==> src/rtl/mult_shift_add_seq_pkg.sv <==
// mult_shift_add_seq_pkg: shared widths and state encoding for the shift-add multiplier.
package mult_shift_add_seq_pkg;
    localparam int WIDTH = 32;
    localparam int CNT_W = 6;
    typedef enum logic [1:0] {
        S_IDLE = 2'd0,
        S_RUN  = 2'd1,
        S_DONE = 2'd2
    } state_e;
endpackage

==> src/rtl/mult_shift_add_seq_cla.sv <==
// adder_32bit_cla: 32-bit adder built from 4-bit full-lookahead groups.
module adder_32bit_cla
    import mult_shift_add_seq_pkg::*;
(
    input  logic [WIDTH-1:0] a_i,
    input  logic [WIDTH-1:0] b_i,
    input  logic             cin_i,
    output logic [WIDTH-1:0] s_o,
    output logic             c_o
);
    logic [WIDTH-1:0] gen, prp;
    logic [WIDTH:0]   c;
    assign gen  = a_i & b_i;
    assign prp  = a_i ^ b_i;
    assign c[0] = cin_i;
    for (genvar i = 0; i < WIDTH / 4; i++) begin : grp
        localparam int base = 4 * i;
        assign c[base+1] = gen[base] | (prp[base] & c[base]);
        assign c[base+2] = gen[base+1] | (prp[base+1] & gen[base])
                         | (prp[base+1] & prp[base] & c[base]);
        assign c[base+3] = gen[base+2] | (prp[base+2] & gen[base+1])
                         | (prp[base+2] & prp[base+1] & gen[base])
                         | (prp[base+2] & prp[base+1] & prp[base] & c[base]);
        assign c[base+4] = gen[base+3] | (prp[base+3] & gen[base+2])
                         | (prp[base+3] & prp[base+2] & gen[base+1])
                         | (prp[base+3] & prp[base+2] & prp[base+1] & gen[base])
                         | ((&prp[base+3:base]) & c[base]);
    end
    assign s_o = prp ^ c[WIDTH-1:0];
    assign c_o = c[WIDTH];
endmodule

==> src/rtl/mult_shift_add_seq.sv <==
// mult_shift_add_seq: unsigned 32x32->64 multiplier, one shift-add step per clock through a shared CLA.
module mult_shift_add_seq
    import mult_shift_add_seq_pkg::*;
(
    input  logic                 clk,
    input  logic                 rst,
    input  logic                 start_i,
    input  logic                 flush_i,
    input  logic [WIDTH-1:0]     op_a_i,
    input  logic [WIDTH-1:0]     op_b_i,
    output logic                 busy_o,
    output logic                 done_o,
    output logic [2*WIDTH-1:0]   product_o
);
    state_e               state_q;
    logic [CNT_W-1:0]     count_q;
    logic [WIDTH-1:0]     m_q, sum;
    logic [2*WIDTH-1:0]   p_q, p_d, product_q;
    logic                 carry, busy_q, done_q;

    adder_32bit_cla u_add (
        .a_i  (p_q[2*WIDTH-1:WIDTH]),
        .b_i  (p_q[0] ? m_q : '0),
        .cin_i(1'b0),
        .s_o  (sum),
        .c_o  (carry)
    );

    // Carry lands in the top bit, so the 64-bit product never overflows.
    assign p_d = {carry, sum, p_q[WIDTH-1:1]};

    always_ff @(posedge clk or posedge rst) begin
        if (rst) begin
            state_q   <= S_IDLE;
            count_q   <= '0;
            m_q       <= '0;
            p_q       <= '0;
            product_q <= '0;
            busy_q    <= 1'b0;
            done_q    <= 1'b0;
        end else if (flush_i) begin
            state_q <= S_IDLE;
            busy_q  <= 1'b0;
            done_q  <= 1'b0;
        end else begin
            done_q <= 1'b0;
            case (state_q)
                S_RUN: begin
                    p_q     <= p_d;
                    count_q <= count_q + CNT_W'(1);
                    if (count_q == CNT_W'(WIDTH - 1)) begin
                        state_q   <= S_DONE;
                        busy_q    <= 1'b0;
                        done_q    <= 1'b1;
                        product_q <= p_d;
                    end
                end
                default: begin
                    if (start_i) begin
                        state_q <= S_RUN;
                        busy_q  <= 1'b1;
                        m_q     <= op_a_i;
                        p_q     <= {{WIDTH{1'b0}}, op_b_i};
                        count_q <= '0;
                    end else begin
                        state_q <= S_IDLE;
                    end
                end
            endcase
        end
    end

    assign busy_o    = busy_q;
    assign done_o    = done_q;
    assign product_o = product_q;
endmodule

==> config.mk <==
export PLATFORM = sky130hd
export DESIGN_NAME = mult_shift_add_seq
export DESIGN_NICKNAME = d
export VERILOG_FILES = /design/src/rtl/mult_shift_add_seq_pkg.sv /design/src/rtl/mult_shift_add_seq_cla.sv /design/src/rtl/mult_shift_add_seq.sv
export SDC_FILE = /design/constraint.sdc
export NUM_CORES = 1
export LEC_CHECK = 0
export ABC_AREA = 1
export CAP_MARGIN = 20
export CORE_AREA = 2 2 167 169
export CTS_CLUSTER_SIZE = 24
export DETAILED_ROUTE_END_ITERATION = 8
export DIE_AREA = 0 0 169 171
export MAX_ROUTING_LAYER = met4
export SYNTH_ARGS = -nofsm -noshare
export SYNTH_HDL_FRONTEND = slang
export SYNTH_SLANG_ARGS = --single-unit
==> constraint.sdc <==
create_clock -name clk -period 13.4 [get_ports clk]
set_input_delay 1.34 -clock clk [delete_from_list [all_inputs] [get_ports clk]]
set_output_delay 1.34 -clock clk [all_outputs]
set_load 0.005 [all_outputs]
Word-level counts from Yosys, hierarchy flattened:

Cells that the tools add are included.

* word-level logic and storage cells: 235
* bits in registers: 170
* output and inout bits: 66
* bits of input ports: 68

* multiplexer cells: 16
* add/subtract/negate cells: 1
* eq/ne operators: 3
* reductions and logical operators: 13
* bitwise gates (word level): 195

Operators with widths (count)
* $mux 64: 2
* $and 1x1->1: 114
* $or 1x1->1: 76
* $xor 32x32->32: 2
* $and 32x32->32: 1
* $mux 32: 1
* $reduce_and 4->1: 7
* $mux 6: 2
* $mux 1: 8
* $add 6x1->6 const B: 1
* $eq 6x5->1 const B: 1
* $mux 2: 3
* $reduce_and 3->1: 2
* $reduce_and 2->1: 2
* $ne 3x3->1 const B: 1
* $reduce_bool 3->1: 1
* $eq 2x1->1 const B: 1
* $not 1->1: 2
* $reduce_bool 2->1: 1

Depth between registers and ports, before layout:

Gate-level depths: netlist of run 1.

* depth after elaboration: 22
* mapped depth: 26
* mapped depth without buffers: 24

Modules after synthesis:

Synthesis of run 1 repeated with hierarchy kept, for this count alone.

* cell total of the unflattened synthesis: 1104
* area, all modules: 8649.5 um2

By module, submodules not included
* mult_shift_add_seq: area an instance 7268.2 um2, instances 1, cells each 922, seq. area each 4254.1 um2
* adder_32bit_cla: area an instance 1381.3 um2, instances 1, cells each 182, seq. area each 0.0 um2

Least setup slack after synthesis of run 1:

No wires, ideal clock.

* kind: flip-flop to flip-flop
* from: register p_q[0]
* to: register p_q[60]
* data required time: 13.266 ns
* setup slack: 10.452 ns
* library setup time: 0.134 ns
* clock period less this slack: 2.948 ns
* arrival: 2.814 ns
* stages on the path, launching flop included: 25
* path buffers: 2
* path through: dfrtp_1 clkbuf_1 clkbuf_1 nand2_1 inv_1 ha_1 or2_0 nand2_1 nand2_2 nand2_2 nand2_2 nand2_1 nand2_1 nand2_1 nand2_1 nand2_1 nand2_1 nand2_1 nand2_2 nand2_2 nand2_4 fa_1 xor2_1 inv_1 o21ai_0

* word-level cells in the longest chain between the ends: 22
* elaborated cells on any way between the ends: 81
* classes of those cells: 2 x mux; 73 x bitwise; 6 x reduce/logical

RTL lines
* start, declared: line mult_shift_add_seq.sv:18 `logic [2*WIDTH-1:0] p_q, p_d, product_q;`
* start signal, assigned: line mult_shift_add_seq.sv:49 `p_q <= p_d;`
* start signal, assigned: line mult_shift_add_seq.sv:63 `p_q <= {{WIDTH{1'b0}}, op_b_i};`
* $mux 32 *: line mult_shift_add_seq.sv:23 `.b_i (p_q[0] ? m_q : '0),`
* $xor 32x32->32 / $and 32x32->32 (equally long branches): line mult_shift_add_seq_cla.sv:14, mult_shift_add_seq_cla.sv:13
* $and 1x1->1, on equally long branches: line mult_shift_add_seq_cla.sv:24, mult_shift_add_seq_cla.sv:25, mult_shift_add_seq_cla.sv:26
* $or 1x1->1 (tied with other cells): line mult_shift_add_seq_cla.sv:24 `assign c[base+4] = gen[base+3] | (prp[base+3] & gen[base+2])`
* $or 1x1->1 / $and 1x1->1 (equally long branches): line mult_shift_add_seq_cla.sv:25, mult_shift_add_seq_cla.sv:26
* $or 1x1->1: line mult_shift_add_seq_cla.sv:26 `| (prp[base+3] & prp[base+2] & prp[base+1] & gen[base])`
* $and 1x1->1: line mult_shift_add_seq_cla.sv:27 `| ((&prp[base+3:base]) & c[base]);`
* $or 1x1->1: line mult_shift_add_seq_cla.sv:27
* [... 6 more ...]
* $and 1x1->1: line mult_shift_add_seq_cla.sv:27
* $or 1x1->1: line mult_shift_add_seq_cla.sv:27
* $and 1x1->1: line mult_shift_add_seq_cla.sv:27
* $or 1x1->1: line mult_shift_add_seq_cla.sv:27
* $and 1x1->1: line mult_shift_add_seq_cla.sv:18 `assign c[base+1] = gen[base] | (prp[base] & c[base]);`
* $or 1x1->1: line mult_shift_add_seq_cla.sv:18
* $xor 32x32->32 *: line mult_shift_add_seq_cla.sv:29 `assign s_o = prp ^ c[WIDTH-1:0];`
* $mux 64 *: line mult_shift_add_seq.sv:47 `case (state_q)`

Every way passes the cells marked *; elsewhere a longest branch is shown, timed or not.
A chain may end at the register's enable or synchronous reset.

Final worst setup path of run 1:

* from: input flush_i
* to: register count_q[5]

* word-level cells in the longest chain between the ends: 2

RTL lines
* start, declared: line mult_shift_add_seq.sv:8 `input logic flush_i,`
* $not 1->1 (no line)
* $reduce_and 2->1 (no line)
* end signal, assigned: line mult_shift_add_seq.sv:50 `count_q <= count_q + CNT_W'(1);`
* end, declared: line mult_shift_add_seq.sv:16 `logic [CNT_W-1:0] count_q;`

No other way between the ends.

==> results of run 1 <==
[registers in the layout (all words and copies together), names as in the netlist]
register	cells
product_o	64
state_q	2
p_q	64
busy_o	1
m_q	32
count_q	6
done_o	1
[kinds of logic (layout without fill, tap and decap cells)]
kind of cell | Yosys count | after routing | share of synthesized area
AOI/OAI and AO/OA | 184 | 184 | 0.130
xor gates and xnor gates | 17 | 17 | 0.0186
adders and majority gates | 41 | 41 | 0.0716
buffers and inverters | 146 | 280 | 0.0690
DFF | 170 | 170 | 0.532
other | 0 | 1 | 0
and+or+nand+nor | 359 | 359 | 0.179
[layout by cell type (no fill, tap or decap), types with 4 or more instances in the layout]
cell	Yosys	final
inv_8	0	6
a21oi_1	17	17
o21ai_1	4	4
xnor2_1	8	8
o211ai_1	20	20
dfrtp_1	170	170
ha_1	33	33
clkbuf_16	0	17
xor2_1	9	9
inv_1	101	100
nand3_1	19	19
nor2_1	22	21
o21ai_0	112	112
a22oi_1	12	12
nand2_2	9	10
buf_4	0	8
fa_1	8	8
o22ai_1	8	8
nand2_1	299	298
clkdlybuf4s50_1	0	133
[final cells by class]
class                           instances  area share
Sequential cell                       170       0.412
Multi-Input combinational cell        601       0.311
Timing Repair Buffer                  143       0.140
Tap cell                              346      0.0419
Clock buffer                           17      0.0412
Inverter                              105      0.0388
Clock inverter                         15      0.0145
Antenna cell                            1    0.000242
[per-layer routing]
| layer | vias to the layer above | GRT usage |
|---|---|---|
| met5 | - | - |
| met4 | 0 | 0.0438 |
| met3 | 19 | 0.0289 |
| met2 | 128 | 0.226 |
| met1 | 2909 | 0.191 |
| li1 | 3188 | - |
[worst min-delay path, stage by stage (launching register included)]
cell	delay [ns]
dfrtp_1	0.34
nand2_1	0.05
nand2_1	0.05
[final timing paths]
check / from / to / slack (ns) / cells past startpoint
worst min register to register: m_q[5] / m_q[5] / 0.47 / 2
worst min-delay path: m_q[5] / m_q[5] / 0.47 / 2
max in group asynchronous: rst / m_q[20] / 10.13 / 4
worst max-delay path: flush_i / count_q[5] / 9.83 / 9
worst max register to register: state_q[1] / count_q[5] / 9.94 / 10
min in group asynchronous: rst / product_o[26] / 1.30 / 2
[stage by stage]
| step | power [mW] | area [um^2] | std cells | setup WS (ns) |
|---|---|---|---|---|
| 3_5_place_dp | 0.874 | 9720 | 1364 | 9.33 |
| 2_1_floorplan | 0.777 | 8000 | 917 | 7.46 |
| 5_1_grt | 1.43 | 10300 | 1398 | 9.51 |
| 4_1_cts | 1.36 | 10300 | 1396 | 9.80 |
| 3_3_place_gp | 0.867 | 9690 | 1363 | 9.17 |
| 6_report | 1.35 | 10300 | 1398 | 9.83 |
[report_power, final]
part | internal, mW | switching (mW) | leakage (nW)
Combinational | 0.105 | 0.141 | 2.70
Clock | 0.248 | 0.236 | 0.275
Sequential | 0.577 | 0.0377 | 2.13
Total | 0.931 | 0.414 | 5.10
==> summary.md, run 1 <==
| Metric | Value |
|---|---|
| WL per Instance | `13.9 um` |
| Final Max Slew Viols | `0` |
| Crit-path most repeated cell | `buf_4` |
| Vias | `6244` |
| Die ar. | `0.0289 mm^2` |
| Clk buf depth | `2` |
| GRT Residual Overflow | `0` |
| Wl on met1 | `9440 um` |
| Final setup violation count | `0` |
| CTS Hold Bufs | `0` |
| Tmin final | `3.57 ns` |
| H-Tree Depth | `4` |
| Worst Setup End Kind | `flip-flop` |
| Core area | `0.0273 mm^2` |
| Vias in the first global route | `6194` |
| DP HPWL | `13100 um` |
| Final Routed Wirelength | `19400 um` |
| Final Core Density | `0.378` |
| Area leader, netlist | `dfrtp_1` |
| # rows | `61` |
| Top cell type's share of synthesized area | `0.532` |
| Met2 wire len | `8880 um` |
| Cell Area, Synth | `0.00800 mm^2` |
| # nets final | `1147` |
| Post-CTS Repair Setup Buffers | `0` |
| WP data required | `13.71 ns` |
| Die width | `169 um` |
| Initial Util | `0.293` |
| Cts bufs inserted | `17` |
| Synth unique cells | `34` |
| P per Cell Area | `130 mW/mm^2` |
| DR WL met3 | `811 um` |
| Clk Latency, worst-skew pair | `0.43 ns` |
| Die span in y | `171 um` |
| Crit start category | `input pin` |
| DR pass1 iterations | `6` |
| Final hold slack | `0.472 ns` |
| Cts repair resizes | `0` |
| # clock sinks | `170` |
| Synthesis Warnings | `0` |
| MaxCap Viol Count | `0` |
| Layout area overhead | `29.0%` |
| Hold Crit Class | `flip-flop to flip-flop` |
| Clk_skew | `0.0124 ns` |
| Register area share after synthesis | `0.532` |
| Vias per cell | `4.47` |
| Share of cells above drive strength 1 | `0.0599` |
| Top cells by count, synth | `299 x nand2_1, 170 x dfrtp_1, 112 x o21ai_0` |
| Fmax | `0.280 GHz` |
| Synth Net Count | `1026` |
| Mapped Cells | `917` |
| Largest net degree at the start of global routing | `119` |
| Register area | `0.00425 mm^2` |
| Total track usage | `0.145` |
| Asr flop ratio synth | `1.00` |
| Highest routing layer actually used | `met4` |
| CP max stage cell | `nand2_2` |
| Setup TNS | `0 ns` |
| RD Place Congestion | `0.797` |
| Post-synthesis average cell area | `8.73 um^2` |
| Critical Path Fanout Max | `36` |
| IO Pins | `134` |
| Crit-path max cell delay | `0.54 ns` |
| WP buf/inv | `4` |
| Count leader, synth | `nand2_1` |
| Max_slew headroom | `0.391` |
| Fin. Hold Viols | `0` |
| Cell Chain, Critical Path | `clkdlybuf4s50_1 -> nor2_2 -> buf_4 -> inv_2 -> nand2_2 -> buf_4 -> nand3_1 -> o21ai_0 -> a21oi_1` |
| Synthesized flop and latch total | `170` |
| Synth area leaders | `dfrtp_1 53%, nand2_1 14%, o21ai_0 7.0%` |
| Clock Root Buffer | `clkbuf_16` |
| Worst setup path class | `input pin to flip-flop` |
| Port bufs | `133` |
| RSZ-0062 raised after global routing | `no` |
| Worst-Margin Slew | `0.911 ns` |
| Fillers | `2758` |
| Antenna Nets Post-Route | `0` |
| Peak supply drop | `58.3 uV` |
| CTS tree | `built` |
| Lkg Pwr | `5.10 nW` |
| First-pass GRT wire length | `32000 um` |
| Clock Pin Slew Worst Setup and Hold Paths | `0.07 ns` |
| Number of synthesized flops with an enable pin | `0` |
| Fin crit share | `0.266` |
| Status | `completed` |
| Arrival time worst endpoint | `3.88 ns` |
| Number of antenna violations at the first check in global routing | `1` |
| Drt drc | `0` |
| Iter 0 DRT Violations | `328` |
| Top Family by Delay on Critical Path | `buffers and inverters` |
| Synth Flop Type | `dfrtp_1` |
| Multi-input logic area | `0.00321 mm^2` |
(Power assumes the default switching activity.)
==> run 2: changes to the inputs <==
- clock period: 13.4 -> 3.1 ns (I/O delays scaled with it)
==> summary.md, run 2 (synthesis gave the netlist of run 1 again) <==
| Metric | Value |
|---|---|
| Status | `completed` |
| Largest net degree at the start of global routing | `103 (-13%)` |
| Fmax | `0.348 GHz` |
| Most common cell after layout, fill and taps aside | `nand2_1` |
| Vias | `6360 (+1.9%)` |
| DP HPWL | `13200 um (+1.0%)` |
| Placed Area | `0.00978 mm^2 (+0.68%)` |
| R2R Path End | `p_q[60]` |
| # clock sinks | `170 (unchanged)` |
| CTS tree | `built` |
| GRT Residual Overflow | `0 (unchanged)` |
| Clk Latency, worst-skew pair | `0.43 ns (about the same)` |
| Share of cells above drive strength 1 | `0.0803 (+0.0203)` |
| Tmin final | `2.87 ns` |
| # rows | `61 (unchanged)` |
| FF-to-FF Start | `p_q[0]` |
| Max_slew headroom | `0.582 (+0.191)` |
| # nets final | `1155 (+0.70%)` |
| Crit start category | `flip-flop` |
| Sw Share | `0.312 (+0.00402)` |
| Final Routed Wirelength | `19700 um (+1.5%)` |
| Vias in the first global route | `6335 (+2.3%)` |
| Final Max Slew Viols | `0 (unchanged)` |
| RD Place Congestion | `0.841 (+5.4%)` |
| Crit-path most repeated cell | `inv_1` |
| Cts bufs inserted | `17 (unchanged)` |
| Port bufs | `133 (unchanged)` |
| Die span in y | `171 um (unchanged)` |
| Total track usage | `0.147 (+0.00222)` |
| Peak supply drop | `294 uV (+400%)` |
| Hold Crit Class | `input pin to async pin` |
| RSZ-0062 raised after global routing | `no` |
| Net Switching | `1.85 mW (+350%)` |
| Die width | `169 um (unchanged)` |
| Top Family by Delay on Critical Path | `adder cells` |
| WP data required | `3.40 ns (-10.31 ns)` |
| Antenna Nets Post-Route | `0 (unchanged)` |
| Final setup violation count | `0 (unchanged)` |
| Critical Path Fanout Max | `13 (-64%)` |
| MaxCap Viol Count | `0 (unchanged)` |
| Fillers | `2787 (+1.1%)` |
| Die ar. | `0.0289 mm^2 (unchanged)` |
| DR pass1 iterations | `5 (-1)` |
| Number of antenna violations at the first check in global routing | `1 (unchanged)` |
| First-pass GRT wire length | `32400 um (+1.3%)` |
| Fin. Hold Viols | `0 (unchanged)` |
| Worst-Margin Slew | `0.626 ns (-0.285 ns)` |
| Arrival time worst endpoint | `3.17 ns (-0.71 ns)` |
| Cell Chain, Critical Path | `buf_6 -> buf_4 -> nand2_1 -> inv_1 -> ha_1 -> a21oi_2 -> nor2_1 -> nor2_1 -> inv_1 -> a21oi_1 -> nand2_4 -> fa_2 -> xor2_1 -> inv_1 -> o21ai_0` |
| Drt drc | `0 (unchanged)` |
| Sequential Power Share | `0.450 (-0.007)` |
| H-Tree Depth | `4 (unchanged)` |
| Layout area overhead | `31.2%` |
| Crit-path max cell delay | `0.46 ns (-0.08 ns)` |
| P per Cell Area | `564 mW/mm^2 (+330%)` |
| Clock Root Buffer | `clkbuf_16` |
| Core area | `0.0273 mm^2 (unchanged)` |
| Initial Util | `0.293 (unchanged)` |
| Clk_skew | `0.0120 ns (-0.000436 ns)` |
| Combinational share of power | `0.191 (+0.008)` |
| Clk pwr share | `0.359 (about the same)` |
| WP buf/inv | `5 (+1)` |
| Lkg Pwr | `5.15 nW (+0.86%)` |
| IO Pins | `134 (unchanged)` |
| Flop2flop setup slack | `0.23 ns (-9.71 ns)` |
| R2R cell count | `15 (+5)` |
| Most frequent cells in the layout | `295 x nand2_1, 169 x dfrtp_1, 133 x clkdlybuf4s50_1` |
| Iter 0 DRT Violations | `364 (+11%)` |
| Worst Setup End Kind | `flip-flop` |
| Int Pwr | `4.07 mW (+340%)` |
| Non-Filler Cell Area, Final | `0.0105 mm^2 (+1.7%)` |
| CP max stage cell | `dfrtp_2` |
| Fin crit share | `0.926` |
| Pwr Total | `5.92 mW (+340%)` |
| Worst setup path class | `flip-flop to flip-flop` |
| Clock Pin Slew Worst Setup and Hold Paths | `0.07 ns (about the same)` |
| WL per Instance | `14.0 um (+0.95%)` |
| Clk buf depth | `2 (unchanged)` |
| Vias per cell | `4.52 (+1.3%)` |
==> run 2: stage by stage <==
step / worst slack (ns) / hold WS [ns] / TNS, ns / util / instances
after floorplan: 0.152 / 0.427 / 0 / - / 917
after global placement: 0.0942 / 0.458 / 0 / 0.357 / 1367
after detailed placement: -0.0196 / 0.463 / -0.0196 / 0.358 / 1368
after CTS: 0.0663 / 0.374 / 0 / 0.379 / 1400
after global routing: 0.000801 / 0.393 / 0 / 0.384 / 1406
final: 0.228 / 0.368 / 0 / 0.384 / 1406
==> run 2: layer usage <==
layer / track usage / up-vias / share of wire
li1: - / 3198 / -
met1: 0.192 / 3025 / 0.47
met2: 0.227 / 122 / 0.46
met3: 0.0331 / 15 / 0.051
met4: 0.0487 / 0 / 0.016
met5: - / - / 0
==> run 2: timing repair <==
item / in CTS / in global routing
setup buffers: 0 / 5
hold buffers: 0 / 0
resized for setup: 1 / 18
endpoints found under the setup margin: 2 / 6
pin swaps: 0 / 5
cloned: 0 / 0
==> run 2: worst register-to-register path, stage by stage, from the launching register on <==
cell and delay (ns):
dfrtp_2 0.46, buf_6 0.15, buf_4 0.18, nand2_1 0.08, inv_1 0.04, ha_1 0.34
a21oi_2 0.21, nor2_1 0.06, nor2_1 0.16, inv_1 0.06, a21oi_1 0.23, nand2_4 0.11
fa_2 0.37, xor2_1 0.16, inv_1 0.07, o21ai_0 0.07
==> run 2: how the worst max path moves through the flow <==
stage           start       to  slack (ns)  depth (start not counted)
2_1_floorplan  p_q[0]  p_q[60]        0.15                         24
3_3_place_gp   p_q[0]  p_q[60]        0.09                         20
3_5_place_dp   p_q[0]  p_q[60]       -0.02                         20
4_1_cts        p_q[0]  p_q[60]        0.07                         20
5_1_grt        p_q[0]  p_q[59]      0.0008                         19
6_report       p_q[0]  p_q[60]        0.23                         15
==> run 2: area by class of cell <==
cell class / count / area, um^2 / area share
clock inverter: 15 / 155 / 0.0148
tap: 346 / 433 / 0.0412
inverter: 105 / 399 / 0.0380
clock buffer: 17 / 425 / 0.0405
timing repair buffer: 151 / 1530 / 0.146
antenna: 1 / 2.50 / 0.000238
sequential: 170 / 4260 / 0.405
multi-input combinational: 601 / 3300 / 0.314
==> run 2: power by group through the flow <==
stage	registers, mW	clock network (mW)	logic, mW
2_1_floorplan	2.65	0	0.709
3_3_place_gp	2.70	0	1.06
3_5_place_dp	2.70	0	1.10
4_1_cts	2.66	2.20	1.10
5_1_grt	2.70	2.29	1.31
6_report	2.66	2.12	1.13
